$ cat src/rtl/enc_pkg.sv
// Shared definitions for the registered 8-to-3 priority encoder.
//   N_REQ : number of request lines
//   IDX_W : width of the encoded index
//   idx_t : encoded index type
package enc_pkg;

  localparam int unsigned N_REQ = 8;
  localparam int unsigned IDX_W = 3;

  typedef logic [IDX_W-1:0] idx_t;

endpackage : enc_pkg

$ cat src/rtl/prio_enc8.sv
// Combinational 8-input priority encoder on an active-high request vector.
// Ports:
//   req_i   : request vector, bit i = request i asserted
//   idx_o   : index of the winning request (0 when no request)
//   any_o   : at least one request asserted
//   multi_o : two or more requests asserted
// HIGH_PRIO = 1 selects the highest asserted index, 0 selects the lowest.
module prio_enc8
  import enc_pkg::*;
#(
  parameter int unsigned HIGH_PRIO = 1
) (
  input  logic [N_REQ-1:0] req_i,
  output idx_t             idx_o,
  output logic             any_o,
  output logic             multi_o
);

  logic seen;

  always_comb begin
    idx_o   = '0;
    seen    = 1'b0;
    multi_o = 1'b0;
    if (HIGH_PRIO != 0) begin
      // Ascending scan: the last asserted index overwrites earlier ones.
      for (int i = 0; i < int'(N_REQ); i++) begin
        if (req_i[i]) begin
          idx_o = idx_t'(i);
        end
        multi_o = multi_o | (seen & req_i[i]);
        seen    = seen | req_i[i];
      end
    end else begin
      // Descending scan: the lowest asserted index is written last.
      for (int i = int'(N_REQ) - 1; i >= 0; i--) begin
        if (req_i[i]) begin
          idx_o = idx_t'(i);
        end
        multi_o = multi_o | (seen & req_i[i]);
        seen    = seen | req_i[i];
      end
    end
    any_o = seen;
  end

endmodule : prio_enc8

$ cat src/rtl/encoder8to3_reg.sv
// Registered 8-to-3 priority encoder with active-low request inputs.
// Ports:
//   clk        : system clock, rising edge
//   rst        : synchronous active-high reset
//   X0..X7     : request lines, active-low, Xi is index i
//   P2,P1,P0   : registered true-binary index of the winning request
//   valid      : registered, at least one request was asserted
//   multi      : registered, two or more requests were asserted
// Outputs follow the inputs with one cycle of latency; no combinational
// path from inputs to outputs.
module encoder8to3_reg
  import enc_pkg::*;
#(
  parameter int unsigned HIGH_PRIO = 1
) (
  input  logic clk,
  input  logic rst,
  input  logic X0,
  input  logic X1,
  input  logic X2,
  input  logic X3,
  input  logic X4,
  input  logic X5,
  input  logic X6,
  input  logic X7,
  output logic P2,
  output logic P1,
  output logic P0,
  output logic valid,
  output logic multi
);

  logic [N_REQ-1:0] w_req;
  idx_t             w_idx;
  logic             w_any;
  logic             w_multi;

  idx_t             r_idx;
  logic             r_valid;
  logic             r_multi;

  assign w_req = ~{X7, X6, X5, X4, X3, X2, X1, X0};

  prio_enc8 #(
    .HIGH_PRIO (HIGH_PRIO)
  ) u_prio_enc8 (
    .req_i   (w_req),
    .idx_o   (w_idx),
    .any_o   (w_any),
    .multi_o (w_multi)
  );

  always_ff @(posedge clk) begin
    if (rst) begin
      r_idx   <= '0;
      r_valid <= 1'b0;
      r_multi <= 1'b0;
    end else begin
      r_idx   <= w_idx;
      r_valid <= w_any;
      r_multi <= w_multi;
    end
  end

  assign P2    = r_idx[2];
  assign P1    = r_idx[1];
  assign P0    = r_idx[0];
  assign valid = r_valid;
  assign multi = r_multi;

endmodule : encoder8to3_reg

$ cat config.mk
export PLATFORM = sky130hd
export DESIGN_NAME = encoder8to3_reg
export DESIGN_NICKNAME = d
export VERILOG_FILES = /design/src/rtl/enc_pkg.sv /design/src/rtl/prio_enc8.sv /design/src/rtl/encoder8to3_reg.sv
export SDC_FILE = /design/constraint.sdc
export NUM_CORES = 1
export LEC_CHECK = 0
export ABC_AREA = 1
export ABC_CLOCK_PERIOD_IN_PS = 800
export BUFFER_PORTS_ARGS = -buffer_cell sky130_fd_sc_hd__buf_4
export CAP_MARGIN = 15
export CORE_AREA = 2 2 39 41
export CTS_CLUSTER_DIAMETER = 80
export DETAILED_ROUTE_END_ITERATION = 16
export DIE_AREA = 0 0 41 43
export PLACE_DENSITY = 0.47
export SLEW_MARGIN = 20
export SYNTH_ARGS = -nofsm -noshare
export SYNTH_HDL_FRONTEND = slang
export SYNTH_SLANG_ARGS = --single-unit
$ cat constraint.sdc
create_clock -name clk -period 0.8 [get_ports clk]
set_input_delay 0.12 -clock clk [delete_from_list [all_inputs] [get_ports clk]]
set_output_delay 0.12 -clock clk [all_outputs]
set_load 0.005 [all_outputs]
==> results of run 1 <==
power by group:
group | internal (mW) | switching [mW] | total, mW
registers | 0.268 | 0.00545 | 0.274
clock network | 0.188 | 0.101 | 0.289
logic | 0.0757 | 0.0566 | 0.132
total | 0.532 | 0.163 | 0.695
cell type report:
class | instances | share of cell area
Multi-Input combinational cell | 26 | 0.306
Sequential cell | 5 | 0.237
Tap cell | 16 | 0.0457
Timing Repair Buffer | 15 | 0.283
Inverter | 8 | 0.0686
Clock buffer | 4 | 0.0600
through the flow:
| stage | std cells | power [mW] | worst slack [ns] |
|---|---|---|---|
| 2_1_floorplan | 39 | 0.322 | 0.124 |
| 3_3_place_gp | 70 | 0.404 | -0.0163 |
| 3_5_place_dp | 70 | 0.404 | -0.0229 |
| 4_1_cts | 74 | 0.705 | 0.0126 |
| 5_1_grt | 74 | 0.746 | 0.000554 |
| 6_report | 74 | 0.695 | 0.0249 |
kinds of logic (layout without fill, tap and decap cells):
| logic type | Yosys count | count (layout) | synth area share |
|---|---|---|---|
| flip-flops | 5 | 5 | 0.379 |
| AND/OR/NAND/NOR | 18 | 18 | 0.341 |
| buffers and inverters | 8 | 27 | 0.114 |
| AO/OA/AOI/OAI | 8 | 8 | 0.166 |
layout by cell type, fill, tap and decap left out:
master | netlist | routed
buf_4 | 0 | 12
nand2_1 | 8 | 8
inv_1 | 7 | 7
nor2_1 | 4 | 4
o21ai_0 | 3 | 3
a21oi_1 | 3 | 3
clkbuf_4 | 0 | 3
buf_6 | 0 | 3
dfxtp_2 | 0 | 3
nand2_2 | 2 | 2
dfxtp_1 | 5 | 2
inv_2 | 1 | 1
a31oi_1 | 1 | 1
nor2_4 | 1 | 1
nand3_2 | 1 | 1
or2_0 | 1 | 1
nand3_1 | 1 | 1
a21boi_0 | 1 | 1
clkbuf_1 | 0 | 1
Yosys cell counts:
library cell / number / area [um2]
nand3_1: 1 / 5.00
inv_2: 1 / 3.75
or2_0: 1 / 6.26
a21boi_0: 1 / 7.51
dfxtp_1: 5 / 100
inv_1: 7 / 26.3
nand3_2: 1 / 10.0
a31oi_1: 1 / 6.26
nor2_4: 1 / 11.3
nand2_1: 8 / 30.0
nand2_2: 2 / 12.5
a21oi_1: 3 / 15.0
nor2_1: 4 / 15.0
o21ai_0: 3 / 15.0
per-layer routing:
metal | share of wire | wire [um] | global-route usage
met5 | 0 | 0 | 0
met1 | 0.39 | 217 | 0.0732
met2 | 0.47 | 259 | 0.125
met3 | 0.13 | 73 | 0.0157
met4 | 0 | 0 | 0.0800
final timing paths:
check                       to
worst max-delay path        P0
worst min-delay path  r_idx[2]
sequential cells by signal, summed over array words and instances (netlist names):
signal and cells:
r_idx 3, multi 1, valid 1
what timing repair did:
item,in CTS,in global routing
resized for setup,0,6
hold buffers,0,0
setup endpoints to repair,0,3
==> metrics.txt, run 1 <==
fin nets=between 60 and 70; Die W=between 40 and 50 um; outcome=finished, final reports clean; worst endpoint required time=between 0.6 and 0.7 ns; CP max stage cell=dfxtp_1; PortBufs=14; Diodes inserted=0; CP Launch Type=register; final core occ=0.316; unrepaired setup endpoints after global routing=no; DIE AREA=about 1800 um2; postcts setup bufs=0; Arr. time, crit path=approximately 0.66 ns; Post-Route WL=roughly 550 um; Syn Nets=between 40 and 50; total congestion overflow=0; final setup violating endpoints=0; area grow syn2layout=65.9%; vias in the first global route=about 280; drt first pass iters=2; fill count=about 160; Least-Margin Pin Slew=roughly 0.17 ns; starting density of the core=0.191; remaining antenna violation count=0; Hold Fails Final Rpt=0; Peak VDD IR=approximately 0.32 mV; CP Buf/Inv Count=1; clk buf depth=2; routability congestion estimate=between 0.6 and 0.7; PD cells=~1600 nW/um2; DRC viols=0; Cells after Synth=39; final slew viol count=0; largest net degree at the start of global routing=6; CTS sink cnt=5; headroom to the max-slew limit=0.887; HPWL Detailed=roughly 480 um; core footprint=~1400 um2; Seq/Total Area, Yosys=0.379; Period Utilization, post-route=0.969; DR WL/cell=around 7.4 um; Cell variety after synth=14; Worst Setup SP=r_idx[0]; antenna violations before repair=0; die height=between 40 and 50 um; CTS tree=done; H-tree depth=1; worst hold start=rst; Hold Path Depth=2; CP max FO=1; max-cap viol count=0; layout cell share with drive strength beyond 1=0.448; Worst Hold Class=input port to register; Placement Cell Area=about 400 um2; WP depth=1; Total GRT Usage=0.0781; setup total negative slack=0 ns; syn_area_per_cell=6.77 um2; CTS Root Cell=clkbuf_4; LEAKAGE=0.234 nW; Crit path max-delay family=flip-flops; Peak Freq=1.29 GHz; Register Area=around 100 um2; combined area of the multi-input logic cells=roughly 130 um2; vias=approximately 290; Iter 0 DRT Violations=1; Hold WS=0.0675 ns; post-synthesis instance area=approximately 260 um2; Site Rows=14; final instance area=~440 um2; Num CTS Buffers=3; register bit total from synthesis=5; CP cell instances=buf_4; CP peak stage delay=just under 0.3 ns; Setup crit end kind=output port; first-pass GRT wire length=917 um; yosys warns=0; Clock Pin Slew Worst Setup and Hold Paths=0.04 ns; CP Class=register to output port; num ports=15; Via density=3.85; fin crit period=0.775 ns
(Power assumes the default switching activity.)
==> run 2, diff against run 1 <==
Settings changed: ABC_CLOCK_PERIOD_IN_PS 800 to default, CELL_PAD_IN_SITES_DETAIL_PLACEMENT from default to 1, CELL_PAD_IN_SITES_GLOBAL_PLACEMENT from default to 2, CORE_AREA 2 2 39 41 to default, CORE_MARGIN from default to 2, CORE_UTILIZATION from default to 18, DIE_AREA 0 0 41 43 to default, PLACE_DENSITY 0.47 to 0.73, RECOVER_POWER from default to 25.
==> run 2 against run 1 <==
Compared with the run above:
- power grew 1.8%
- critical path depth is the same
- clock power grew 3%
- utilization grew 1.5 points
- sequential share of layout area grew 0.082 points
- flip-flop and latch count is the same
- worst hold slack lost 0.0072 ns
- first-iteration DRC count shrank 100%
- combinational power is essentially flat
- routed wire length grew 9.1%
- maximum frequency shrank 0.56%
- final area grew 0.86%
- critical path type unchanged
- largest cell class unchanged
==> metrics.txt, run 2 (synthesis results as in run 1) <==
Hold Path Depth=2; vias in the first global route=270; num ports=15; starting density of the core=0.198; Period Utilization, post-route=0.974; CTS sink cnt=5; fin crit period=around 0.8 ns; drt first pass iters=1; Hold Fails Final Rpt=0; die height=about 42 um; Post-Route WL=600 um; Peak VDD IR=~0.37 mV; most common cell after layout, fill and taps aside=buf_4; headroom to the max-slew limit=0.896; Worst Hold End=r_idx[0]; max-cap viol count=0; CTS Root Cell=clkbuf_4; CTS tree=done; Diodes inserted=0; max FFs per register=3; Top reg by flops=r_idx; worst endpoint required time=0.68 ns; CP Launch Type=register; first-pass GRT wire length=roughly 1000 um; core footprint=between 1000 and 1500 um2; Peak Freq=1.28 GHz; Iter 0 DRT Violations=0; CP peak stage delay=about 0.29 ns; final slew viol count=0; worst hold start=rst; PD cells=around 1600 nW/um2; vias=approximately 300; Site Rows=13; Num CTS Buffers=3; layout cell share with drive strength beyond 1=0.448; DR WL/cell=8.22 um; Clock Pin Slew Worst Setup and Hold Paths=approximately 0.04 ns; final setup violating endpoints=0; CP cell instances=buf_4; most frequent cells in the layout=buf_4 (11), nand2_1 (8), inv_1 (8); antenna violations before repair=0; LEAKAGE=between 0.2 and 0.25 nW; HPWL Detailed=491 um; Via density=4.10; Arr. time, crit path=0.66 ns; fill count=between 150 and 200; CP max FO=1; WP depth=1; Worst Hold Class=input port to register; CP Class=register to output port; Least-Margin Pin Slew=0.155 ns; fin nets=69; unrepaired setup endpoints after global routing=yes; Total GRT Usage=0.0827; DIE AREA=roughly 1800 um2; Setup crit end kind=output port; H-tree depth=1; DRC viols=0; PortBufs=14; routability congestion estimate=around 0.60; area grow syn2layout=67.3%; Crit path max-delay family=flip-flops; Design Power=a little over 0.7 mW; CP max stage cell=dfxtp_1; setup total negative slack=0 ns; outcome=finished, final reports clean; Die W=around 42 um; largest net degree at the start of global routing=6; clk buf depth=2; total congestion overflow=0; remaining antenna violation count=0; CP Buf/Inv Count=1
[run 2: cell counts in the layout (fill, tap and decap cells not counted)]
No cell type changed its count.
[run 2: how the worst max path moves through the flow]
stage	from	endpoint
5_1_grt	valid	valid
6_report	r_idx[1]	P1
3_5_place_dp	X4	multi
3_3_place_gp	X1	multi
2_1_floorplan	X0	multi
4_1_cts	valid	valid
[run 2: what timing repair did]
item	in CTS	in global routing
endpoints found under the setup margin	0	4
hold buffers	0	0
resized for setup	0	8
buffers inserted	0	0
endpoints found under the hold margin	0	0
[run 2: per-layer routing]
layer  GRT usage  vias up  wire, um
met5           0        -         0
met4       0.113        0        34
met3      0.0302        5        71
met2       0.114       16       235
met1      0.0821      121       258
li1            -      157         -
[run 2: power breakdown]
| group | internal, mW | switching, mW | total, mW |
|---|---|---|---|
| Sequential | 0.269 | 0.00633 | 0.275 |
| Combinational | 0.0773 | 0.0564 | 0.134 |
| Clock | 0.189 | 0.110 | 0.299 |
[run 2: stage by stage]
step / util / area, um2 / setup slack (ns) / cells / hold WS, ns
after floorplan: - / 264 / 0.124 / 39 / 0.189
after global placement: 0.296 / 395 / -0.0248 / 69 / 0.329
after detailed placement: 0.296 / 395 / -0.0223 / 69 / 0.323
after CTS: 0.316 / 422 / 0.0123 / 73 / 0.0657
after global routing: 0.331 / 442 / -0.00382 / 73 / 0.0548
final: 0.331 / 442 / 0.0205 / 73 / 0.0604
[run 2: layout make-up]
type,instances,area [um2],share of cell area
multi-input cells,26,134,0.303
repair buffers,15,128,0.289
flip-flops and latches,5,105,0.238
inverters,8,30.0,0.0680
clock buffers,4,26.3,0.0595
well taps,15,18.8,0.0425
==> run 3, diff against run 2 <==
Settings changed: CORE_UTILIZATION 18 to 20, PLACE_DENSITY 0.73 to 0.79.
Clock period 0.8 ns to 0.9 ns, I/O delays scaled along.
==> run 3 against run 2 <==
Compared with the run above:
- sequential power is 13% lower
- global-route usage up 2.5 points
- non-clock buffer count down 1
- worst setup slack improved by 0.092 ns
- final area is 7.1% lower
- critical path depth did not move
- die area fell by 9.1%
- worst hold slack improved by 0.033 ns
- via count up 0.33%
- first-iteration DRC count rose by 1
- flip-flop and latch count is the same
- final cell count is 1.4% lower
==> metrics.txt, run 3 (synthesis results as in run 1) <==
largest net degree at the start of global routing=6; met3 Resource Use GR=0.0167; Peak Freq=about 1.3 GHz; DRC viols=0; GR Layer Usage met2=0.194; unrepaired setup endpoints after global routing=no; Iter 0 DRT Violations=1; routability congestion estimate=roughly 0.65; starting density of the core=0.208; CP max stage cell=dfxtp_1; Hold Fails Final Rpt=0; total congestion overflow=0; Hold WS=approximately 0.093 ns; fin crit period=0.788 ns; setup total negative slack=0 ns; CTS sink cnt=5; PortBufs=14; CP max FO=1; Least-Margin Pin Slew=between 0.15 and 0.2 ns; Via density=~4.2; PD cells=around 1500 nW/um2; DR WL/cell=between 8 and 9 um; most frequent cells in the layout=buf_4 (13), nand2_1 (8), inv_1 (8); Hold Path Depth=2; final core occ=0.323; Peak VDD IR=approximately 0.25 mV; remaining antenna violation count=0; CP Class=register to output port; Placement Cell Area=a little under 400 um2; Total GRT Usage=0.108; worst hold start=rst; CP Buf/Inv Count=1; outcome=finished, final reports clean; Post-CTS Hold Buffers=0; Site Rows=13; headroom to the max-slew limit=0.885; post-CTS resize count=0; num ports=15; area grow syn2layout=55.5%; layout cell share with drive strength beyond 1=0.351; Die W=approximately 40 um; Worst Hold Class=input port to register; fin nets=68; max FFs per register=3; die height=about 40 um; first-pass GRT wire length=~1100 um; Setup crit end kind=output port; DIE AREA=around 1600 um2; Top reg by flops=r_idx; H-tree depth=1; CTS tree=done; Num CTS Buffers=3; CP Launch Type=register; GR Util met1=0.101; final setup violating endpoints=0; Worst Hold End=r_idx[0]; LEAKAGE=~0.22 nW; final instance area=410 um2; antenna violations before repair=0; CP cell instances=buf_4; Diodes inserted=0; CTS Root Cell=clkbuf_4; Arr. time, crit path=roughly 0.65 ns; max-cap viol count=0; vias in the first global route=309; core footprint=about 1300 um2; Clock Pin Slew Worst Setup and Hold Paths=around 0.040 ns; postcts setup bufs=0; Crit path max-delay family=flip-flops; Post-Route WL=roughly 600 um; CP peak stage delay=0.29 ns; vias=300; HPWL Detailed=530 um; final slew viol count=0; GRT Max-Usage Layer=met2; most common cell after layout, fill and taps aside=buf_4; drt first pass iters=3; worst endpoint required time=0.76 ns; clk buf depth=2; Period Utilization, post-route=0.875
[run 3: area by class of cell]
type	count	area, um2
Tap cell	15	18.8
Timing Repair Buffer	14	101
Inverter	8	30.0
Clock buffer	4	26.3
Fill cell	173	858
Multi-Input combinational cell	26	134
Sequential cell	5	100
[run 3: per-stage QoR]
step                power (mW)  worst slack, ns  std cells
global route             0.660           0.0725         72
CTS                      0.619           0.0968         72
global placement         0.355           0.0454         68
finish                   0.600            0.112         72
floorplan                0.286            0.209         39
detailed placement       0.358           0.0283         68
[run 3: power breakdown]
group          total (mW)  switching (mW)  internal (mW)
Combinational       0.109          0.0510         0.0578
Sequential          0.240         0.00334          0.237
Clock               0.251          0.0840          0.167
Total               0.600           0.138          0.462
[run 3: worst max-delay path by stage]
| stage | cells after the start | endpoint | start |
|---|---|---|---|
| after floorplan | 7 | multi | X0 |
| after global placement | 8 | multi | X3 |
| after detailed placement | 8 | multi | X3 |
| after CTS | 1 | multi | multi |
| after global routing | 1 | multi | multi |
| final | 1 | multi | multi |
[run 3: routing by layer]
metal / wire, um / up-vias
li1: - / 157
met1: 236 / 129
met2: 309 / 14
met3: 56 / 0
met4: 0 / 0
met5: 0 / -
